[config.mk]
export PLATFORM = sky130hd
export DESIGN_NAME = board_empty_scanner_flat
export DESIGN_NICKNAME = d
export VERILOG_FILES = /design/src/rtl/board_empty_scanner_pkg.sv /design/src/rtl/board_empty_scanner_if.sv /design/src/rtl/board_empty_scanner_classify.sv /design/src/rtl/board_empty_scanner.sv /design/src/flat_wrapper.sv
export SDC_FILE = /design/constraint.sdc
export NUM_CORES = 1
export LEC_CHECK = 0
export BUFFER_PORTS_ARGS = -buffer_cell sky130_fd_sc_hd__buf_2
export CORE_MARGIN = 8
export CORE_UTILIZATION = 30
export DETAILED_ROUTE_END_ITERATION = 12
export HOLD_SLACK_MARGIN = 0.15
export PLACE_DENSITY = 0.57
export SLEW_MARGIN = 0
export SYNTH_ARGS = -nofsm -noshare
export SYNTH_HDL_FRONTEND = slang
export SYNTH_SLANG_ARGS = --single-unit
[constraint.sdc]
create_clock -name i_clk -period 3.2 [get_ports i_clk]
set_input_delay 0.16 -clock i_clk [delete_from_list [all_inputs] [get_ports i_clk]]
set_output_delay 0.16 -clock i_clk [all_outputs]
set_load 0.02 [all_outputs]
[src/rtl/board_empty_scanner_pkg.sv]
// -----------------------------------------------------------------------------
// board_scan_pkg
// Shared types and constants for the board empty-cell scanner.
//   scan_mode_t  : FIRST (stop at first empty) / COUNT (visit every cell)
//   scan_state_t : scanner FSM states
//   CELL_EMPTY_LO/HI : default 4-bit cell codes that mean "empty"
// -----------------------------------------------------------------------------
package board_scan_pkg;

    typedef enum logic {
        MODE_FIRST = 1'b0,
        MODE_COUNT = 1'b1
    } scan_mode_t;

    typedef enum logic [1:0] {
        S_IDLE = 2'd0,
        S_SCAN = 2'd1,
        S_DONE = 2'd2
    } scan_state_t;

    localparam logic [3:0] CELL_EMPTY_LO = 4'b0000;
    localparam logic [3:0] CELL_EMPTY_HI = 4'b1111;

endpackage

[src/rtl/board_empty_scanner_if.sv]
// -----------------------------------------------------------------------------
// board_empty_scanner_if
// Request/result bundle between the requester (move-selection FSM side) and
// the board empty-cell scanner.
//   cells       : flattened board, cell i = cells[i*CELL_W +: CELL_W]
//   start       : scan request, taken only while ready=1
//   start_idx   : first cell to examine (>= N_CELLS is treated as 0)
//   mode        : 0 = FIRST, 1 = COUNT, sampled with start
//   ready       : scanner idle
//   done        : one-cycle pulse when results are valid
//   found       : at least one empty cell seen
//   idx         : first empty index in scan order
//   empty_count : number of empty cells (COUNT mode)
// Modports: master = requester, slave = scanner.
// -----------------------------------------------------------------------------
interface board_empty_scanner_if #(
    parameter int N_CELLS = 16,
    parameter int CELL_W  = 4
);
    localparam int IDX_W = $clog2(N_CELLS);
    localparam int CNT_W = $clog2(N_CELLS + 1);

    logic [N_CELLS*CELL_W-1:0] cells;
    logic                      start;
    logic [IDX_W-1:0]          start_idx;
    logic                      mode;
    logic                      ready;
    logic                      done;
    logic                      found;
    logic [IDX_W-1:0]          idx;
    logic [CNT_W-1:0]          empty_count;

    modport master (
        output cells, start, start_idx, mode,
        input  ready, done, found, idx, empty_count
    );

    modport slave (
        input  cells, start, start_idx, mode,
        output ready, done, found, idx, empty_count
    );

endinterface

[src/rtl/board_empty_scanner_classify.sv]
// -----------------------------------------------------------------------------
// cell_empty_classify
// Combinational test of one cell code against the two "empty" codes.
//   i_cell     : cell code
//   o_is_empty : 1 when i_cell equals EMPTY_A or EMPTY_B
// -----------------------------------------------------------------------------
module cell_empty_classify #(
    parameter int                CELL_W  = 4,
    parameter logic [CELL_W-1:0] EMPTY_A = {CELL_W{1'b0}},
    parameter logic [CELL_W-1:0] EMPTY_B = {CELL_W{1'b1}}
) (
    input  logic [CELL_W-1:0] i_cell,
    output logic              o_is_empty
);

    assign o_is_empty = (i_cell == EMPTY_A) || (i_cell == EMPTY_B);

endmodule

[src/rtl/board_empty_scanner.sv]
// -----------------------------------------------------------------------------
// board_empty_scanner
// Walks the board one cell per clock starting at a requested index, wrapping
// N_CELLS-1 -> 0, and reports the first empty cell and/or the empty count.
//   i_clk : clock, all state changes on the rising edge
//   i_rst : synchronous active-high reset
//   bus   : board_empty_scanner_if.slave (request in, registered results out)
//
// state  | meaning
// -------+------------------------------------------------------------
// S_IDLE | ready=1, waiting for start; results from last scan held
// S_SCAN | examining cell r_cur = (start_idx + r_offset) mod N_CELLS
// S_DONE | done=1 for one cycle, results valid
// -----------------------------------------------------------------------------
module board_empty_scanner
    import board_scan_pkg::*;
#(
    parameter int                N_CELLS = 16,
    parameter int                CELL_W  = 4,
    parameter logic [CELL_W-1:0] EMPTY_A = {CELL_W{1'b0}},
    parameter logic [CELL_W-1:0] EMPTY_B = {CELL_W{1'b1}}
) (
    input  logic                  i_clk,
    input  logic                  i_rst,
    board_empty_scanner_if.slave  bus
);

    localparam int IDX_W = $clog2(N_CELLS);
    localparam int CNT_W = $clog2(N_CELLS + 1);
    localparam logic [IDX_W-1:0] LAST_IDX = IDX_W'(N_CELLS - 1);

    scan_state_t      r_state;
    scan_state_t      w_state_nxt;
    scan_mode_t       r_mode;
    logic [IDX_W-1:0] r_start_idx;
    logic [IDX_W-1:0] r_cur;
    logic [IDX_W-1:0] r_offset;
    logic [IDX_W-1:0] r_idx;
    logic [CNT_W-1:0] r_count;
    logic             r_found;
    logic             r_ready;
    logic             r_done;

    logic [IDX_W-1:0]  w_start_clamped;
    logic [IDX_W-1:0]  w_cur_nxt;
    logic [CELL_W-1:0] w_cell;
    logic              w_is_empty;
    logic              w_last;

    // When N_CELLS fills the index range no out-of-range value exists, so the
    // compare is dropped rather than left as a constant-false term.
    generate
        if (N_CELLS == (1 << IDX_W)) begin : g_no_clamp
            assign w_start_clamped = bus.start_idx;
        end else begin : g_clamp
            assign w_start_clamped = (bus.start_idx > LAST_IDX) ? '0 : bus.start_idx;
        end
    endgenerate

    // Cell mux driven by the running index; kept as a compare-per-cell so the
    // unused upper index codes for non-power-of-two boards select nothing.
    always_comb begin
        w_cell = '0;
        for (int i = 0; i < N_CELLS; i++) begin
            if (r_cur == IDX_W'(i)) begin
                w_cell = bus.cells[i*CELL_W +: CELL_W];
            end
        end
    end

    cell_empty_classify #(
        .CELL_W  (CELL_W),
        .EMPTY_A (EMPTY_A),
        .EMPTY_B (EMPTY_B)
    ) u_classify (
        .i_cell     (w_cell),
        .o_is_empty (w_is_empty)
    );

    // The running index wraps explicitly, so no modulo is needed for
    // non-power-of-two boards.
    assign w_cur_nxt = (r_cur == LAST_IDX) ? '0 : r_cur + 1'b1;
    assign w_last    = (r_offset == LAST_IDX);

    always_comb begin
        w_state_nxt = r_state;
        case (r_state)
            S_IDLE: begin
                if (bus.start) begin
                    w_state_nxt = S_SCAN;
                end
            end
            S_SCAN: begin
                if ((r_mode == MODE_FIRST && w_is_empty) || w_last) begin
                    w_state_nxt = S_DONE;
                end
            end
            S_DONE: begin
                w_state_nxt = S_IDLE;
            end
            default: begin
                w_state_nxt = S_IDLE;
            end
        endcase
    end

    // ready/done are registered from the next state so they line up with the
    // state they describe without any output decode.
    always_ff @(posedge i_clk) begin
        if (i_rst) begin
            r_state <= S_IDLE;
            r_ready <= 1'b1;
            r_done  <= 1'b0;
        end else begin
            r_state <= w_state_nxt;
            r_ready <= (w_state_nxt == S_IDLE);
            r_done  <= (w_state_nxt == S_DONE);
        end
    end

    always_ff @(posedge i_clk) begin
        if (i_rst) begin
            r_mode      <= MODE_FIRST;
            r_start_idx <= '0;
            r_cur       <= '0;
            r_offset    <= '0;
            r_idx       <= '0;
            r_count     <= '0;
            r_found     <= 1'b0;
        end else begin
            case (r_state)
                S_IDLE: begin
                    if (bus.start) begin
                        r_mode      <= scan_mode_t'(bus.mode);
                        r_start_idx <= w_start_clamped;
                        r_cur       <= w_start_clamped;
                        r_offset    <= '0;
                        r_idx       <= '0;
                        r_count     <= '0;
                        r_found     <= 1'b0;
                    end
                end
                S_SCAN: begin
                    r_offset <= r_offset + 1'b1;
                    r_cur    <= w_cur_nxt;
                    if (w_is_empty) begin
                        if (r_mode == MODE_COUNT) begin
                            r_count <= r_count + 1'b1;
                        end
                        // idx keeps only the first hit in scan order
                        if (!r_found) begin
                            r_found <= 1'b1;
                            r_idx   <= r_cur;
                        end
                    end else if (r_mode == MODE_FIRST && w_last) begin
                        // full board in FIRST mode reports the start position
                        r_idx <= r_start_idx;
                    end
                end
                default: begin
                end
            endcase
        end
    end

    assign bus.ready       = r_ready;
    assign bus.done        = r_done;
    assign bus.found       = r_found;
    assign bus.idx         = r_idx;
    assign bus.empty_count = r_count;

endmodule

[src/flat_wrapper.sv]
// flat-port wrapper written by rule: the top's interface ports become plain ports
module board_empty_scanner_flat import board_scan_pkg::*;
#(
    parameter int                N_CELLS = 16,
    parameter int                CELL_W  = 4,
    parameter logic [CELL_W-1:0] EMPTY_A = {CELL_W{1'b0}},
    parameter logic [CELL_W-1:0] EMPTY_B = {CELL_W{1'b1}}
)
  (i_clk, i_rst, bus_cells, bus_start, bus_start_idx, bus_mode, bus_ready, bus_done, bus_found, bus_idx, bus_empty_count);
  board_empty_scanner_if #(.N_CELLS(N_CELLS), .CELL_W(CELL_W)) bus_i ();
  input  logic i_clk;
  input  logic i_rst;
  input wire logic [$bits(bus_i.cells)-1:0] bus_cells;
  input wire logic [$bits(bus_i.start)-1:0] bus_start;
  input wire logic [$bits(bus_i.start_idx)-1:0] bus_start_idx;
  input wire logic [$bits(bus_i.mode)-1:0] bus_mode;
  output wire logic [$bits(bus_i.ready)-1:0] bus_ready;
  output wire logic [$bits(bus_i.done)-1:0] bus_done;
  output wire logic [$bits(bus_i.found)-1:0] bus_found;
  output wire logic [$bits(bus_i.idx)-1:0] bus_idx;
  output wire logic [$bits(bus_i.empty_count)-1:0] bus_empty_count;
  assign bus_i.cells = bus_cells;
  assign bus_i.start = bus_start;
  assign bus_i.start_idx = bus_start_idx;
  assign bus_i.mode = bus_mode;
  assign bus_ready = bus_i.ready;
  assign bus_done = bus_i.done;
  assign bus_found = bus_i.found;
  assign bus_idx = bus_i.idx;
  assign bus_empty_count = bus_i.empty_count;
  board_empty_scanner #(.N_CELLS(N_CELLS), .CELL_W(CELL_W), .EMPTY_A(EMPTY_A), .EMPTY_B(EMPTY_B)) u_core (.i_clk(i_clk), .i_rst(i_rst), .bus(bus_i));
endmodule
==> flow_metrics.env, run 1 <==
export IMPL_grt_first_pass_wirelength_mm=12.8
export IMPL_synth_avg_cell_area_um2=7.21
export IMPL_cts_buffer_depth=2
export IMPL_root_buffer="clkbuf_8"
export IMPL_gr_usage_all_layers_pct=13.8
export IMPL_initial_utilization_pct=30.3
export IMPL_setup_tns_ns=0
export IMPL_critical_path_arrival_ns=3.14
export IMPL_globalplace_congestion=0.870
export IMPL_die_area_mm2=0.0108
export IMPL_leakage_nw=1.22
export IMPL_cts_setup_buffers=0
export IMPL_outcome="finished, final reports clean"
export IMPL_wl_per_cell_um=15.2
export IMPL_hpwl_mm=6.05
export IMPL_cp_start_kind="flip-flop"
export IMPL_finalCritPeriodShare_pct=93.4
export IMPL_grt_antenna_before_repair=0
export IMPL_peakVddDrop_mv=0.217
export IMPL_critical_path_buf_inv_count=2
export IMPL_drive_gt1_share_pct=31.2
export IMPL_netlist_area_mm2=0.00231
export IMPL_hold_path_end="u_core.r_start_idx[3]"
export IMPL_first_pass_iters=4
export IMPL_crit_slowest_cell="dfxtp_2"
export IMPL_drt_initial_drc_count=105
export IMPL_clk_latency_ns=0.27
export IMPL_synth_edf_count=0
export IMPL_worst_hold_slack_ns=0.155
export IMPL_min_from="bus_start_idx[3]"
export IMPL_required_ns=3.36
export IMPL_rows=32
export IMPL_synthArstFlopShare_pct=0
export IMPL_drtAntennaViolNets=0
export IMPL_seq_area_frac_synth_pct=23.4
export IMPL_synthCells=320
export IMPL_routed_wl_mm=7.65
export IMPL_vias=2598
export IMPL_ys_warn_count=0
export IMPL_fmax_mhz=335
export IMPL_power_density_mw_per_mm2=471
export IMPL_gr_total_overflow=0
export IMPL_io_pins=84
export IMPL_cp_max_fo=10
export IMPL_finalHoldViolations=0
export IMPL_n_antenna_cell=0
export IMPL_worst_pin_slew_ns=0.584
export IMPL_cts_sinks=27
export IMPL_htreeDepth=1
export IMPL_cp_cell_sequence="inv_1 > ha_1 > buf_4 > nor2_1 > o211ai_1 > a32o_1 > o311a_1 > o31ai_4 > and4_4 > o31ai_4 > o311ai_2 > o41ai_2"
export IMPL_endpoint_kind="flip-flop"
export IMPL_slew_headroom_pct=61.0
export IMPL_slowest_delay_ns=0.39
export IMPL_io_buffers=83
export IMPL_clk_pin_slew_ns=0.09
export IMPL_drc=0
export IMPL_rsz0062_at_grt="false"
export IMPL_cap_violations=0
export IMPL_cts_tree="done"
export IMPL_final_cell_mix="buf_2 (83), nand2_1 (49), a21oi_1 (37)"
export IMPL_grt_pass1_vias=2658
export IMPL_worst_path_most_repeated_cell="o31ai_4"
export IMPL_grt_max_degree=24
export IMPL_rr_startpoint="u_core.r_cur[0]"
export IMPL_die_w_um=104
export IMPL_synth_seq_cells=27
export IMPL_die_h_um=104
export IMPL_critical_path_class="reg2reg"
export IMPL_critPathTopFamily="compound AO/OA/AOI/OAI gates"
export IMPL_mostFrequentLayoutCell="buf_2"
export IMPL_fin_skew_ns=0.00114
export IMPL_hold_class="in2reg"
export IMPL_setup_viol_count_final=0
export IMPL_r2r_slack_ns=0.21
export IMPL_syn_to_final_growth_pct=27.8
export IMPL_ys_flop_type="dfxtp_1"
export IMPL_syn_nets=398
export IMPL_nets=480
export IMPL_fillCellCount=840
export IMPL_finalMaxSlewViolations=0
export IMPL_vias_per_cell=5.17
export IMPL_period_needed_ns=2.99
export IMPL_synth_distinct_cells=61
export IMPL_r2r_cells=12
export IMPL_r2r_end="u_core.bus.empty_count[4]"
export IMPL_core_area_mm2=0.00761
export IMPL_cts_buffers=3
export IMPL_holdPathStages=3
## synthesized netlist by cell type, drive strengths merged (3+ instances only)
cell | count | area (um2)
nand2 | 49 | 184
a21oi | 38 | 194
dfxtp | 27 | 541
nor2 | 25 | 101
o21ai | 18 | 90.1
buf | 15 | 83.8
nor2b | 14 | 87.6
inv | 12 | 45.0
nand2b | 10 | 62.6
clkbuf | 8 | 30.0
o22ai | 7 | 43.8
a22o | 6 | 52.6
ha | 6 | 75.1
nand3 | 6 | 30.0
nand3b | 6 | 45.0
o211ai | 6 | 45.0
o31ai | 6 | 72.6
nor3 | 5 | 25.0
a22oi | 4 | 30.0
mux2i | 4 | 40.0
or3 | 4 | 25.0
a31oi | 3 | 18.8
and3 | 3 | 18.8
## per-stage QoR
step | setup slack [ns] | util (%) | cell area [um2] | power [mW] | cells
after floorplan | 0.405 | - | 2310 | 0.963 | 320
after global placement | -0.0234 | 37.5 | 2850 | 1.17 | 497
after detailed placement | -0.0502 | 37.5 | 2850 | 1.17 | 497
after CTS | 0.0385 | 38.4 | 2920 | 1.37 | 503
after global routing | 0.00429 | 38.8 | 2950 | 1.50 | 503
final | 0.213 | 38.8 | 2950 | 1.39 | 503
## registers in the layout, indices dropped and copies added, names as in the netlist
name / flops
u_core.r_cur: 4
u_core.bus.done: 1
u_core.r_mode: 1
u_core.r_start_idx: 4
u_core.bus.found: 1
u_core.bus.idx: 4
u_core.bus.empty_count: 5
u_core.r_state: 2
u_core.r_offset: 4
u_core.bus.ready: 1
## how the worst max path moves through the flow
stage                     cells after the start                         to            start
after CTS                                    11          u_core.bus.idx[1]  u_core.r_cur[1]
after detailed placement                     11          u_core.bus.idx[0]  u_core.r_cur[1]
after global routing                         10  u_core.bus.empty_count[4]  u_core.r_cur[2]
after floorplan                              12  u_core.bus.empty_count[4]  u_core.r_cur[0]
final                                        12  u_core.bus.empty_count[4]  u_core.r_cur[0]
after global placement                       11          u_core.bus.idx[2]  u_core.r_cur[1]
## area by class of cell
type | count | area, um2 | share of cell area, %
clock buffers | 3 | 41.3 | 1.40
clock inverters | 1 | 5.00 | 0.170
multi-input cells | 258 | 1640 | 55.6
well taps | 102 | 128 | 4.33
inverters | 12 | 45.0 | 1.53
repair buffers | 100 | 548 | 18.6
flip-flops and latches | 27 | 543 | 18.4
## layer usage
metal  share of wire [%]  wire, um  vias up  track usage, %
li1                    -         -     1333               -
met1                  48      3700     1192            18.4
met2                  47      3570       71            22.7
met3                 4.6       354        2            2.23
met4                0.30        23        0            3.10
met5                   0         0        -               0
## logic make-up after synthesis
group,share of synthesized area [%]
and+or+nand+nor,29.1
AOI/OAI and AO/OA,34.6
buffers and inverters,6.89
DFF,23.4
muxes,2.71
adders and majority gates,3.25
## power by group
group | leakage [nW] | internal (mW) | switching, mW
Combinational | 0.974 | 0.330 | 0.460
Sequential | 0.221 | 0.368 | 0.0355
Clock | 0.0255 | 0.0873 | 0.107
Total | 1.22 | 0.786 | 0.603
## what timing repair did
action,in CTS,in global routing
pin swaps,0,6
endpoints found under the hold margin,2,0
setup endpoints to repair,4,13
resized for setup,1,11
hold buffers,2,0
## worst min-delay path, stage by stage
cell and delay [ns]:
buf_2 0.10, nand2_1 0.07, a21oi_1 0.06
Note: power is estimated with default switching activity, not from simulation.
==> run 2, diff against run 1 <==
PLACE_DENSITY = 0.58   (was 0.57)
SYNTH_HIERARCHICAL = 1   (was unset)
==> flow_metrics.env, run 2 <==
export IMPL_required_ns=3.40
export IMPL_period_needed_ns=3.36
export IMPL_rsz0062_at_grt="true"
export IMPL_crit_slowest_cell="or4_1"
export IMPL_drt_initial_drc_count=221
export IMPL_synth_top_cells_by_area="dfxtp_1 (26%), a21oi_1 (5.3%), nand2_1 (5.1%)"
export IMPL_peakVddDrop_mv=0.333
export IMPL_synth_seq_cells=27
export IMPL_largest_reg_flops=5
export IMPL_drc=0
export IMPL_io_buffers=83
export IMPL_ys_flop_type="dfxtp_1"
export IMPL_die_w_um=99.2
export IMPL_synthArstFlopShare_pct=0
export IMPL_root_buffer="clkbuf_8"
export IMPL_failed_checks="negative setup slack"
export IMPL_seq_area_frac_synth_pct=26.0
export IMPL_syn_to_final_growth_pct=53.7
export IMPL_placed_area_mm2=0.00275
export IMPL_io_pins=84
export IMPL_final_cell_area_mm2=0.00319
export IMPL_rows=30
export IMPL_gr_total_overflow=0
export IMPL_multi_input_area_mm2=0.00151
export IMPL_syn_nets=354
export IMPL_finalCritPeriodShare_pct=105
export IMPL_synth_top_area_cell="dfxtp_1"
export IMPL_critical_path_arrival_ns=3.56
export IMPL_leakage_nw=1.38
export IMPL_ys_warn_count=6
export IMPL_grt_antenna_before_repair=0
export IMPL_die_area_mm2=0.00985
export IMPL_setup_slack_ns=-0.156
export IMPL_hold_class="in2reg"
export IMPL_synth_distinct_cells=58
export IMPL_n_antenna_cell=0
export IMPL_cap_violations=0
export IMPL_synth_edf_count=0
export IMPL_setup_viol_count_final=9
export IMPL_nets=484
export IMPL_die_h_um=99.2
export IMPL_fillCellCount=664
export IMPL_initial_utilization_pct=30.8
export IMPL_outcome="finished, violations left"
export IMPL_finalMaxSlewViolations=0
export IMPL_grt_pass1_vias=2552
export IMPL_vias=2681
export IMPL_critical_path_class="reg2reg"
export IMPL_vias_per_cell=5.53
export IMPL_drtAntennaViolNets=0
export IMPL_final_util_pct=47.3
export IMPL_clk_latency_ns=0.27
export IMPL_cts_tree="done"
export IMPL_synth_commonest_cells="nand2_1 (28), dfxtp_1 (27), a21oi_1 (22)"
export IMPL_slew_headroom_pct=62.2
export IMPL_slowest_delay_ns=0.58
export IMPL_htreeDepth=1
export IMPL_synthCells=276
export IMPL_synth_most_common_cell="nand2_1"
export IMPL_clk_pin_slew_ns=0.09
export IMPL_drive_gt1_share_pct=44.7
export IMPL_synth_avg_cell_area_um2=7.53
export IMPL_netlist_area_mm2=0.00208
export IMPL_globalplace_congestion=0.845
export IMPL_gr_usage_all_layers_pct=14.4
export IMPL_worst_pin_slew_ns=0.565
export IMPL_grt_first_pass_wirelength_mm=12.1
export IMPL_cp_start_kind="flip-flop"
export IMPL_cts_sinks=27
export IMPL_endpoint_kind="flip-flop"
export IMPL_total_power_mw=1.80
export IMPL_core_area_mm2=0.00676
export IMPL_finalHoldViolations=0
export IMPL_setup_tns_ns=-0.969
export IMPL_final_cell_mix="buf_2 (83), buf_4 (53), nand2_1 (25), dfxtp_1 (25), a21oi_1 (20)"
export IMPL_worst_hold_slack_ns=0.234
export IMPL_first_pass_iters=5
export IMPL_routed_wl_mm=7.86
export IMPL_cp_cell_sequence="inv_6 > ha_4 > nor2b_4 > a221oi_4 > o31ai_2 > a2111oi_2 > o21ai_1 > or4_1 > nand2_2 > buf_4 > buf_4 > buf_4 > mux2i_1 > or3_1 > a21oi_1"
export IMPL_cts_buffer_depth=2
export IMPL_cts_buffers=3
export IMPL_hpwl_mm=5.77
export IMPL_power_density_mw_per_mm2=564
export IMPL_cp_max_fo=5
export IMPL_mostFrequentLayoutCell="buf_2"
export IMPL_wl_per_cell_um=16.2
export IMPL_worst_path_most_repeated_cell="buf_4"
export IMPL_regArea_um2=548
export IMPL_fin_skew_ns=0.00462
export IMPL_synth_top_area_share_pct=26.0
export IMPL_fmax_mhz=298
export IMPL_grt_max_degree=27
-- run 2: cell types whose count changed after synthesis, sizes merged, moves of 6 or more --
cell	before	now
nand2b	10	1
nand3b	6	0
a21oi	38	22
nor3	5	11
nor2	25	18
nand2	49	28
o211ai	6	0
a211oi	2	10
-- run 2: cell type report --
class,count,share of cell area [%]
clock buffers,4,1.41
inverters,9,1.41
multi-input cells,217,47.2
flip-flops and latches,27,17.2
well taps,80,3.13
repair buffers,148,29.7
-- run 2: repair_timing --
item                                    in CTS  in global routing
gates resized for setup                     13                 34
hold endpoints to repair                     5                  0
hold buffers                                 5                  0
endpoints found under the setup margin       7                 11
pin swaps                                    4                 20
setup buffers                                3                 20
-- run 2: path summary, 6_finish.rpt --
path	startpoint	endpoint	slack [ns]	depth (start not counted)
max reg2reg	u_core/r_cur[0]	u_core/bus.idx[2]	-0.16	15
min reg2reg	u_core/bus.idx[0]	u_core/bus.idx[0]	0.46	2
max	u_core/r_cur[0]	u_core/bus.idx[2]	-0.16	15
min	bus_start	u_core/r_cur[1]	0.23	4
-- run 2: where the power goes --
part / switching (mW) / internal, mW / leakage (nW)
clock: 0.102 / 0.0891 / 0.0228
combinational: 0.562 / 0.626 / 1.14
sequential: 0.0498 / 0.374 / 0.222
-- run 2: kinds of logic after synthesis --
| kind of cell | count (synthesis) | synth area share, % |
|---|---|---|
| simple gates | 103 | 26.0 |
| compound gates | 100 | 32.5 |
| buf+inv | 32 | 8.13 |
| flops | 27 | 26.0 |
| fa+ha+maj | 6 | 3.61 |
| mux | 5 | 2.47 |
| xor+xnor | 3 | 1.26 |
-- run 2: routing by layer --
layer / track usage, % / vias to the layer above / routed length [um]
li1: - / 1282 / -
met1: 17.2 / 1262 / 3210
met2: 25.5 / 121 / 3970
met3: 3.35 / 16 / 555
met4: 2.56 / 0 / 114
met5: 0 / - / 0
-- run 2: through the flow --
step	instances	worst slack, ns
final	485	-0.156
after global routing	485	-0.278
after CTS	466	0.00182
after detailed placement	454	-0.0976
after global placement	454	-0.0889
after floorplan	276	0.00160
-- run 2: worst max-delay path, delay by kind of cell, from the launching register on --
kind / cells / cell delay, ns
AOI/OAI and AO/OA: 5 / 1.06
and+or+nand+nor: 4 / 1.21
adders and majority gates: 1 / 0.15
DFF: 1 / 0.42
muxes: 1 / 0.07
buffers and inverters: 4 / 0.38
